==> src/rtl/rob_retire_pkg.sv <==
// Shared types and constants for the reorder buffer retire path.
package rob_retire_pkg;

  localparam int ROB_DEPTH = 16;
  localparam int RobSize   = ROB_DEPTH;
  localparam int ROB_TAG_W = $clog2(RobSize + 1);

  // Tag value meaning "no entry"; live tags run 1..ROB_DEPTH.
  localparam logic [ROB_TAG_W-1:0] TAG_NONE = '0;

  typedef logic [31:0] MemoryWord;

  typedef struct packed {
    logic regwr;
    logic flush;
  } control_bits;

  typedef struct packed {
    logic [4:0]           rd;
    logic [ROB_TAG_W-1:0] tag;
  } map_table_entry;

  typedef struct packed {
    logic        ready;
    control_bits ctrl_bits;
    logic [4:0]  rd;
    MemoryWord   value;
  } rob_entry;

  // Register x0 is hardwired, so a write to it never reaches the register file.
  function automatic logic writes_rf(rob_entry e);
    return e.ctrl_bits.regwr && (e.rd != 5'd0);
  endfunction

endpackage

==> src/rtl/rob_ptr_ctrl.sv <==
// Head/tail/occupancy bookkeeping for the ROB ring; flush rewinds everything to slot 0.
module rob_ptr_ctrl #(
  parameter int DEPTH = 16,
  parameter int IDX_W = $clog2(DEPTH),
  parameter int TAG_W = $clog2(DEPTH + 1)
) (
  input  logic             clk,
  input  logic             reset,
  input  logic             alloc_fire,
  input  logic             retire_fire,
  input  logic             flush_fire,
  output logic [IDX_W-1:0] head,
  output logic [IDX_W-1:0] tail,
  output logic [TAG_W-1:0] count,
  output logic             full,
  output logic             empty
);

  localparam logic [IDX_W-1:0] LAST    = IDX_W'(DEPTH - 1);
  localparam logic [TAG_W-1:0] DEPTH_T = TAG_W'(DEPTH);

  assign full  = (count == DEPTH_T);
  assign empty = (count == '0);

  // Advance pointers with wrap and track occupancy; flush outranks alloc/retire.
  always_ff @(posedge clk) begin
    if (!reset) begin
      head  <= '0;
      tail  <= '0;
      count <= '0;
    end else if (flush_fire) begin
      head  <= '0;
      tail  <= '0;
      count <= '0;
    end else begin
      if (alloc_fire)  tail <= (tail == LAST) ? '0 : tail + IDX_W'(1);
      if (retire_fire) head <= (head == LAST) ? '0 : head + IDX_W'(1);
      if (alloc_fire && !retire_fire)      count <= count + TAG_W'(1);
      else if (!alloc_fire && retire_fire) count <= count - TAG_W'(1);
    end
  end

endmodule

==> src/rtl/rob_retire.sv <==
// In-order reorder buffer: allocates at dispatch, absorbs commit updates, retires the head.
module rob_retire
  import rob_retire_pkg::*;
#(
  parameter int DEPTH = ROB_DEPTH,
  parameter int TAG_W = $clog2(DEPTH + 1)
) (
  input  logic             clk,
  input  logic             reset,
  input  logic             alloc_valid,
  input  rob_entry         alloc_entry,
  output logic             alloc_ready,
  output logic [TAG_W-1:0] alloc_tag,
  input  logic [TAG_W-1:0] wb_tag,
  input  rob_entry         wb_entry,
  output logic             retire_valid,
  output logic [TAG_W-1:0] retire_tag,
  output logic [4:0]       retire_rd,
  output MemoryWord        retire_value,
  output logic             retire_regwr,
  output logic             flush,
  output logic [TAG_W-1:0] count
);

  localparam int               IDX_W   = $clog2(DEPTH);
  localparam logic [TAG_W-1:0] DEPTH_T = TAG_W'(DEPTH);

  rob_entry         entries [DEPTH];
  logic [DEPTH-1:0] busy;
  logic [IDX_W-1:0] head;
  logic [IDX_W-1:0] tail;
  logic             full;
  logic             empty;

  rob_entry         head_entry;
  rob_entry         alloc_clean;
  logic             retire_go;
  logic             flush_go;
  logic             alloc_fire;
  logic             wb_hit;
  logic [IDX_W-1:0] wb_idx;

  assign head_entry  = entries[head];
  assign alloc_ready = !full;
  assign alloc_tag   = TAG_W'(tail) + TAG_W'(1);
  assign alloc_fire  = alloc_valid && alloc_ready;

  // Retire decision looks only at registered state, so a fresh writeback waits one cycle.
  assign retire_go = !empty && busy[head] && head_entry.ready;
  assign flush_go  = retire_go && head_entry.ctrl_bits.flush;

  // Stale tags (retired, flushed, or never issued) must not disturb live entries.
  assign wb_idx = IDX_W'(wb_tag - TAG_W'(1));
  assign wb_hit = (wb_tag != TAG_W'(TAG_NONE)) && (wb_tag <= DEPTH_T) && busy[wb_idx];

  // New entries always start not-ready regardless of what dispatch supplies.
  always_comb begin
    alloc_clean       = alloc_entry;
    alloc_clean.ready = 1'b0;
  end

  rob_ptr_ctrl #(
    .DEPTH (DEPTH),
    .IDX_W (IDX_W),
    .TAG_W (TAG_W)
  ) u_ptr (
    .clk         (clk),
    .reset       (reset),
    .alloc_fire  (alloc_fire),
    .retire_fire (retire_go),
    .flush_fire  (flush_go),
    .head        (head),
    .tail        (tail),
    .count       (count),
    .full        (full),
    .empty       (empty)
  );

  // Entry payload storage; validity is carried by busy, so no reset is needed here.
  always_ff @(posedge clk) begin
    if (!flush_go) begin
      if (alloc_fire) entries[tail]   <= alloc_clean;
      if (wb_hit)     entries[wb_idx] <= wb_entry;
    end
  end

  // Busy bits: set on alloc, cleared on retire, wiped on flush or reset.
  always_ff @(posedge clk) begin
    if (!reset) begin
      busy <= '0;
    end else if (flush_go) begin
      busy <= '0;
    end else begin
      if (alloc_fire) busy[tail] <= 1'b1;
      if (retire_go)  busy[head] <= 1'b0;
    end
  end

  // Registered retire/flush outputs: one-cycle pulse carrying the retired entry, zero otherwise.
  always_ff @(posedge clk) begin
    if (!reset) begin
      retire_valid <= 1'b0;
      retire_tag   <= '0;
      retire_rd    <= '0;
      retire_value <= '0;
      retire_regwr <= 1'b0;
      flush        <= 1'b0;
    end else begin
      retire_valid <= retire_go;
      flush        <= flush_go;
      if (retire_go) begin
        retire_tag   <= TAG_W'(head) + TAG_W'(1);
        retire_rd    <= head_entry.rd;
        retire_value <= head_entry.value;
        retire_regwr <= writes_rf(head_entry);
      end else begin
        retire_tag   <= '0;
        retire_rd    <= '0;
        retire_value <= '0;
        retire_regwr <= 1'b0;
      end
    end
  end

endmodule

==> config.mk <==
export PLATFORM = sky130hd
export DESIGN_NAME = rob_retire
export DESIGN_NICKNAME = d
export VERILOG_FILES = /design/src/rtl/rob_retire_pkg.sv /design/src/rtl/rob_ptr_ctrl.sv /design/src/rtl/rob_retire.sv
export SDC_FILE = /design/constraint.sdc
export NUM_CORES = 1
export LEC_CHECK = 0
export ABC_CLOCK_PERIOD_IN_PS = 5500
export CAP_MARGIN = 20
export CELL_PAD_IN_SITES_DETAIL_PLACEMENT = 1
export CELL_PAD_IN_SITES_GLOBAL_PLACEMENT = 1
export CORE_MARGIN = 4
export CORE_UTILIZATION = 45
export CTS_CLUSTER_SIZE = 30
export DETAILED_ROUTE_END_ITERATION = 12
export PLACE_DENSITY = 0.7
export REMOVE_ABC_BUFFERS = 1
export SKIP_CTS_REPAIR_TIMING = 1
export SLEW_MARGIN = 10
export SYNTH_ARGS = -nofsm -noshare
export SYNTH_HDL_FRONTEND = slang
export SYNTH_SLANG_ARGS = --single-unit
==> constraint.sdc <==
create_clock -name clk -period 5.5 [get_ports clk]
set_clock_uncertainty 0.15 [all_clocks]
set_input_delay 1.1 -clock clk [delete_from_list [all_inputs] [get_ports clk]]
set_output_delay 1.1 -clock clk [all_outputs]
set_load 0.01 [all_outputs]
## Yosys cells after proc, flatten, opt, wreduce, memory -nomap -nowiden

Memories as Yosys holds them, arrays and structs flattened. A register that Yosys moved wholly into a read port is not among the register bits.
Cells that the tools add are included.

| storage, ports and cells | value |
|---|---|
| bits in latches | 0 |
| memory bits (writable) | 640 |
| word-level logic and storage cells | 76 |
| memories kept | 1 |
| register bits after elaboration | 74 |
| input port bits | 88 |
| output and inout port bits | 56 |
| memory bits (read-only) | 0 |

| operators by class | value |
|---|---|
| multipliers | 0 |
| shifts and indexed selects | 0 |
| muxes and demuxes | 24 |
| reductions and logical operators | 21 |
| div/mod/pow operators | 0 |
| equal/unequal tests | 3 |
| bitwise gates (word level) | 4 |
| magnitude comparators | 6 |
| add/subtract/negate cells | 7 |

Memories:

| name | words | width | read ports | clocked after Yosys merged registers in | wr ports | RTL line | RTL |
|---|---|---|---|---|---|---|---|
| entries | 16 | 40 | 1 | 1 | 2 | rob_retire.sv:28 | `rob_entry entries [DEPTH];` |

Operators with widths:

| operator | count |
|---|---|
| $mux W16 | 4 |
| $and A16 B16 Y16 | 1 |
| $mux W4 | 4 |
| $not A16 Y16 | 1 |
| $or A16 B16 Y16 | 1 |
| $lt A4 B5 Y1 const B | 3 |
| $logic_and A1 B1 Y1 | 11 |
| $add A4 B1 Y5 const B | 2 |
| $mux W1 | 10 |
| $mux W5 | 2 |
| $reduce_bool A5 Y1 | 2 |
| $add A4 B1 Y4 const B | 2 |
| $bmux W1 S4 | 2 |
| $demux W1 S4 | 2 |
| $eq A4 B4 Y1 const B | 2 |
| $ge A4 B1 Y1 const B | 2 |
| $add A5 B1 Y5 const B | 1 |
| $eq A5 B5 Y1 const B | 1 |
| $le A5 B5 Y1 const B | 1 |
| $logic_not A5 Y1 | 1 |
| $sub A5 B1 Y5 const B | 1 |
| $logic_not A1 Y1 | 4 |
| $sub A4 B1 Y4 const B | 1 |
| $reduce_and A2 Y1 | 1 |
| other kinds (3) | 3 |

## Logic depth before layout (Yosys ltp)

| depth | value |
|---|---|
| depth in word-level cells | 10 |
| depth in mapped cells | 18 |
| gate-level depth less buffers | 14 |

## Hierarchy

Synthesis repeated with hierarchy kept, for this count alone.

| second synthesis, totals | value |
|---|---|
| cell total of the unflattened synthesis | 2084 |
| area total of the unflattened synthesis | 35435.2 um^2 |

By module, submodules not included:

| module | cells each | instances | sequential area each (um^2) | area an instance (um^2) |
|---|---|---|---|---|
| rob_retire | 2000 | 1 | 20439.6 | 34725.8 |
| rob_ptr_ctrl | 84 | 1 | 260.2 | 709.4 |

## Worst setup path before layout

Ideal clock, no wire load.

| timing | value |
|---|---|
| kind | input -> register |
| start | input port wb_tag[0] |
| end | memory entries[10][0] (netlist bit), enable pin |
| setup slack | 0.591 ns |
| arrival | 4.322 ns |
| setup time | 0.437 ns |
| data required time | 4.913 ns |
| stages on the path | 8 |
| buffers on the path | 1 |
| cells stage by stage | buf_6 -> inv_1 -> ha_1 -> mux4_2 -> or3b_2 -> a21oi_1 -> a32oi_1 -> nor2_1 |

RTL lines:

| element | RTL line | RTL |
|---|---|---|
| from (decl) | rob_retire.sv:14 | `input logic [TAG_W-1:0] wb_tag,` |
| to (decl) | rob_retire.sv:28 |  |

==> flow_summary_export.csv <==
group,metric,value,unit
cts,ctsHtreeMaxLevel,3,
hold_path,min_path_type,"flip-flop to flip-flop",
cells_and_area,final_area,41100,um^2
global_route,grt.overflow.total,0,
critical_path,critPathKind,"flip-flop to flip-flop",
power_and_ir_drop,power_density,327,nW/um^2
critical_path,worstPathRequired,5.64,ns
global_route,grt_pass1_vias,22000,
floorplanning,coreArea,78900,um^2
synth,ys.flop_type,"edfxtp_1",
synth,yosysSeqAreaShare,58.1,%
routing,dr.pass1.iters,5,
cts,cts_tree,"yes",
timing,period_minus_slack,4.47,ns
floorplanning,dieHeight,290,um
routing,drc,0,
routing,wl_met2,52.8,mm
timing,hold_viol_final,0,
cells_and_area,seq_area,20800,um^2
routing,wl_met1,44.2,mm
cells_and_area,area_growth_syn_to_layout,14.7,%
cts,clk_path_buf_depth,3,
routing,drt_iter0_markers,1888,
critical_path,worstSetupEndpointType,"flip-flop",
routing,wl_met3,6.45,mm
synth,synthesis.area,35800,um^2
power_and_ir_drop,ir_worst_vdd,221,uV
outcome,outcome,"complete, no violations",
place,dp.cells,3108,
cells_and_area,drive_gt1_share,39.7,%
critical_path,arrival,4.61,ns
place,placed_cell_area,38400,um^2
synth,synth_area_leaders,"edfxtp_1, mux2_2, mux4_2",
place,io_buffers,142,
synth,yosys.area.top_type_share,53.7,%
synth,postSynthCellCount,2080,
floorplanning,start_util,45.4,%
synth,avgSynthCellArea,17.2,um^2
routing,totalWireLength,106,mm
synth,synth_cell_types,51,
power_and_ir_drop,p_leak,12.9,nW
timing,fmax,0.224,GHz
place,place_congestion,0.763,
cts,clock-sinks,718,
global_route,antenna_found_initial,11,
global_route,grt_max_degree,97,
synth,synth_seq_cells,718,
timing,rsz0062_at_grt,"false",
cells_and_area,fin_nets,2246,
place,dp_hpwl,55.2,mm
floorplanning,ios,144,
cts,cts_buffers,80,
floorplanning,die_x,290,um
cells_and_area,stdcell_count,3260,
cts,cts-root-buf,"clkbuf_16",
timing,setup_viol,0,
cts,cts.reportedPaths.clkPinSlew,0.06,ns
routing,vias,20200,
floorplanning,die-area,84100,um^2
routing,routed.top_layer,"met5",
timing,maxSlewViolCount,0,
flow_run,cap_violations,0,
routing,wl_per_cell,32.5,um
floorplanning,num_rows,103,
synth,synth_warnings,0,
cells_and_area,multi_input_comb_area,13900,um^2
timing,period_share,81.3,%
synth,async_flop_share,0,%
timing,worst_pin_slew,1.09,ns
cts,clkLatencyLatePin,0.62,ns
routing,via_per_inst,6.21,
timing,whs,0.381,ns
global_route,grt_pass1_wl,155,mm
synth,yosysTopAreaCell,"edfxtp_1",
critical_path,crit_path_max_fanout,41,
cells_and_area,fill_cells,7204,
timing,slew_headroom,27.6,%
critical_path,worst_setup_path_start_kind,"flip-flop",
global_route,grt.total_usage,25.0,%
power_and_ir_drop,power.total,13.4,mW
synth,synth_edf_count,640,
hold_path,holdCritStartpoint,"u_ptr.tail[1]$_SDFFE_PP0N_",
routing,postRouteAntennaNets,0,
[layout by cell type, fill, tap and decap left out, types with 7 or more instances in the layout]
cell type / instances
a31oi_1: 18
clkbuf_1: 25
and3_1: 43
clkdlybuf4s50_1: 141
buf_4: 25
nor2_4: 12
a311oi_1: 15
nor2_1: 27
buf_12: 36
xor2_1: 7
bufinv_16: 8
clkbuf_8: 7
a21oi_4: 8
dfxtp_1: 74
mux4_2: 192
mux2_2: 460
nor2b_1: 15
mux4_1: 12
clkinv_1: 9
ha_1: 17
a32oi_1: 12
nand3_1: 11
inv_1: 19
mux2_1: 167
a211oi_4: 12
a21oi_1: 13
edfxtp_1: 640
clkbuf_16: 81
nand2_1: 21
[synthesized netlist by cell type (18+ instances only)]
library cell and count:
a21oi_1 21, a31oi_1 18, and3_1 44, buf_2 28, buf_4 33, buf_6 25
clkbuf_1 120, dfxtp_1 78, edfxtp_1 640, inv_1 19, mux2_1 167, mux2_2 460
mux4_2 192, nand2_1 21, nor2_1 39
[kinds of logic (layout without fill, tap and decap cells)]
kind of cell             Yosys count  count (layout)  share of synthesized area, %
AND/OR/NAND/NOR                  149             149                          2.16
XOR/XNOR                          13              13                         0.318
AO/OA/AOI/OAI                    102             102                          2.38
other                              0               6                             0
buffers and inverters            245             369                          3.63
adder cells (fa/ha/maj)           18              18                         0.650
flip-flops                       718             718                          58.1
multiplexers                     835             835                          32.8
[routing by layer]
metal	vias to the layer above	track usage, %
li1	8489	-
met1	10800	33.8
met2	745	41.9
met3	166	4.17
met4	14	7.10
met5	-	0
[power by group]
part / internal [mW] / leakage (nW) / switching, mW / total [mW]
combinational: 0.837 / 5.18 / 0.937 / 1.77
clock: 3.20 / 1.26 / 2.22 / 5.42
sequential: 6.13 / 6.43 / 0.0951 / 6.23
total: 10.2 / 12.9 / 3.25 / 13.4
[worst max-delay path, stage by stage, from the launching register on]
cell,delay (ns)
dfxtp_4,0.98
mux4_2,0.38
nand2_1,0.07
a32oi_1,0.53
and2_4,0.58
and2_1,0.36
buf_4,0.32
buf_4,0.30
nor2_4,0.07
buf_12,0.19
[state kept, by name, indices dropped and copies added (netlist names), named ones only]
register      cells
entries         640
retire_value     32
busy             16
retire_rd         5
retire_tag        5
u_ptr.count       5
u_ptr.head        4
u_ptr.tail        4
flush             1
retire_regwr      1
retire_valid      1
[final timing paths]
| kind | end | cells after the start | slack [ns] |
|---|---|---|---|
| max | entries[14][20]$_DFFE_PP_ | 9 | 1.03 |
| min | u_ptr.tail[1]$_SDFFE_PP0N_ | 2 | 0.38 |
| max reg2reg | entries[14][20]$_DFFE_PP_ | 9 | 1.03 |
| min reg2reg | u_ptr.tail[1]$_SDFFE_PP0N_ | 2 | 0.38 |
[area by class of cell]
class | count | share of cell area [%]
flip-flops and latches | 718 | 50.6
clock inverters | 31 | 0.920
multi-input cells | 1117 | 33.9
well taps | 1050 | 3.20
clock buffers | 115 | 5.44
inverters | 20 | 0.183
diodes | 6 | 0.0366
repair buffers | 203 | 5.66
[per-stage QoR]
step | setup slack, ns | utilization (%) | setup TNS, ns
3_3_place_gp | 0.586 | 48.7 | 0
2_1_floorplan | -6.04 | - | -7188.17
6_report | 1.03 | 52.1 | 0
3_5_place_dp | 0.532 | 48.7 | 0
5_1_grt | 0.875 | 52.0 | 0
4_1_cts | 1.06 | 52.0 | 0
Power figures use the tool's default switching activity.
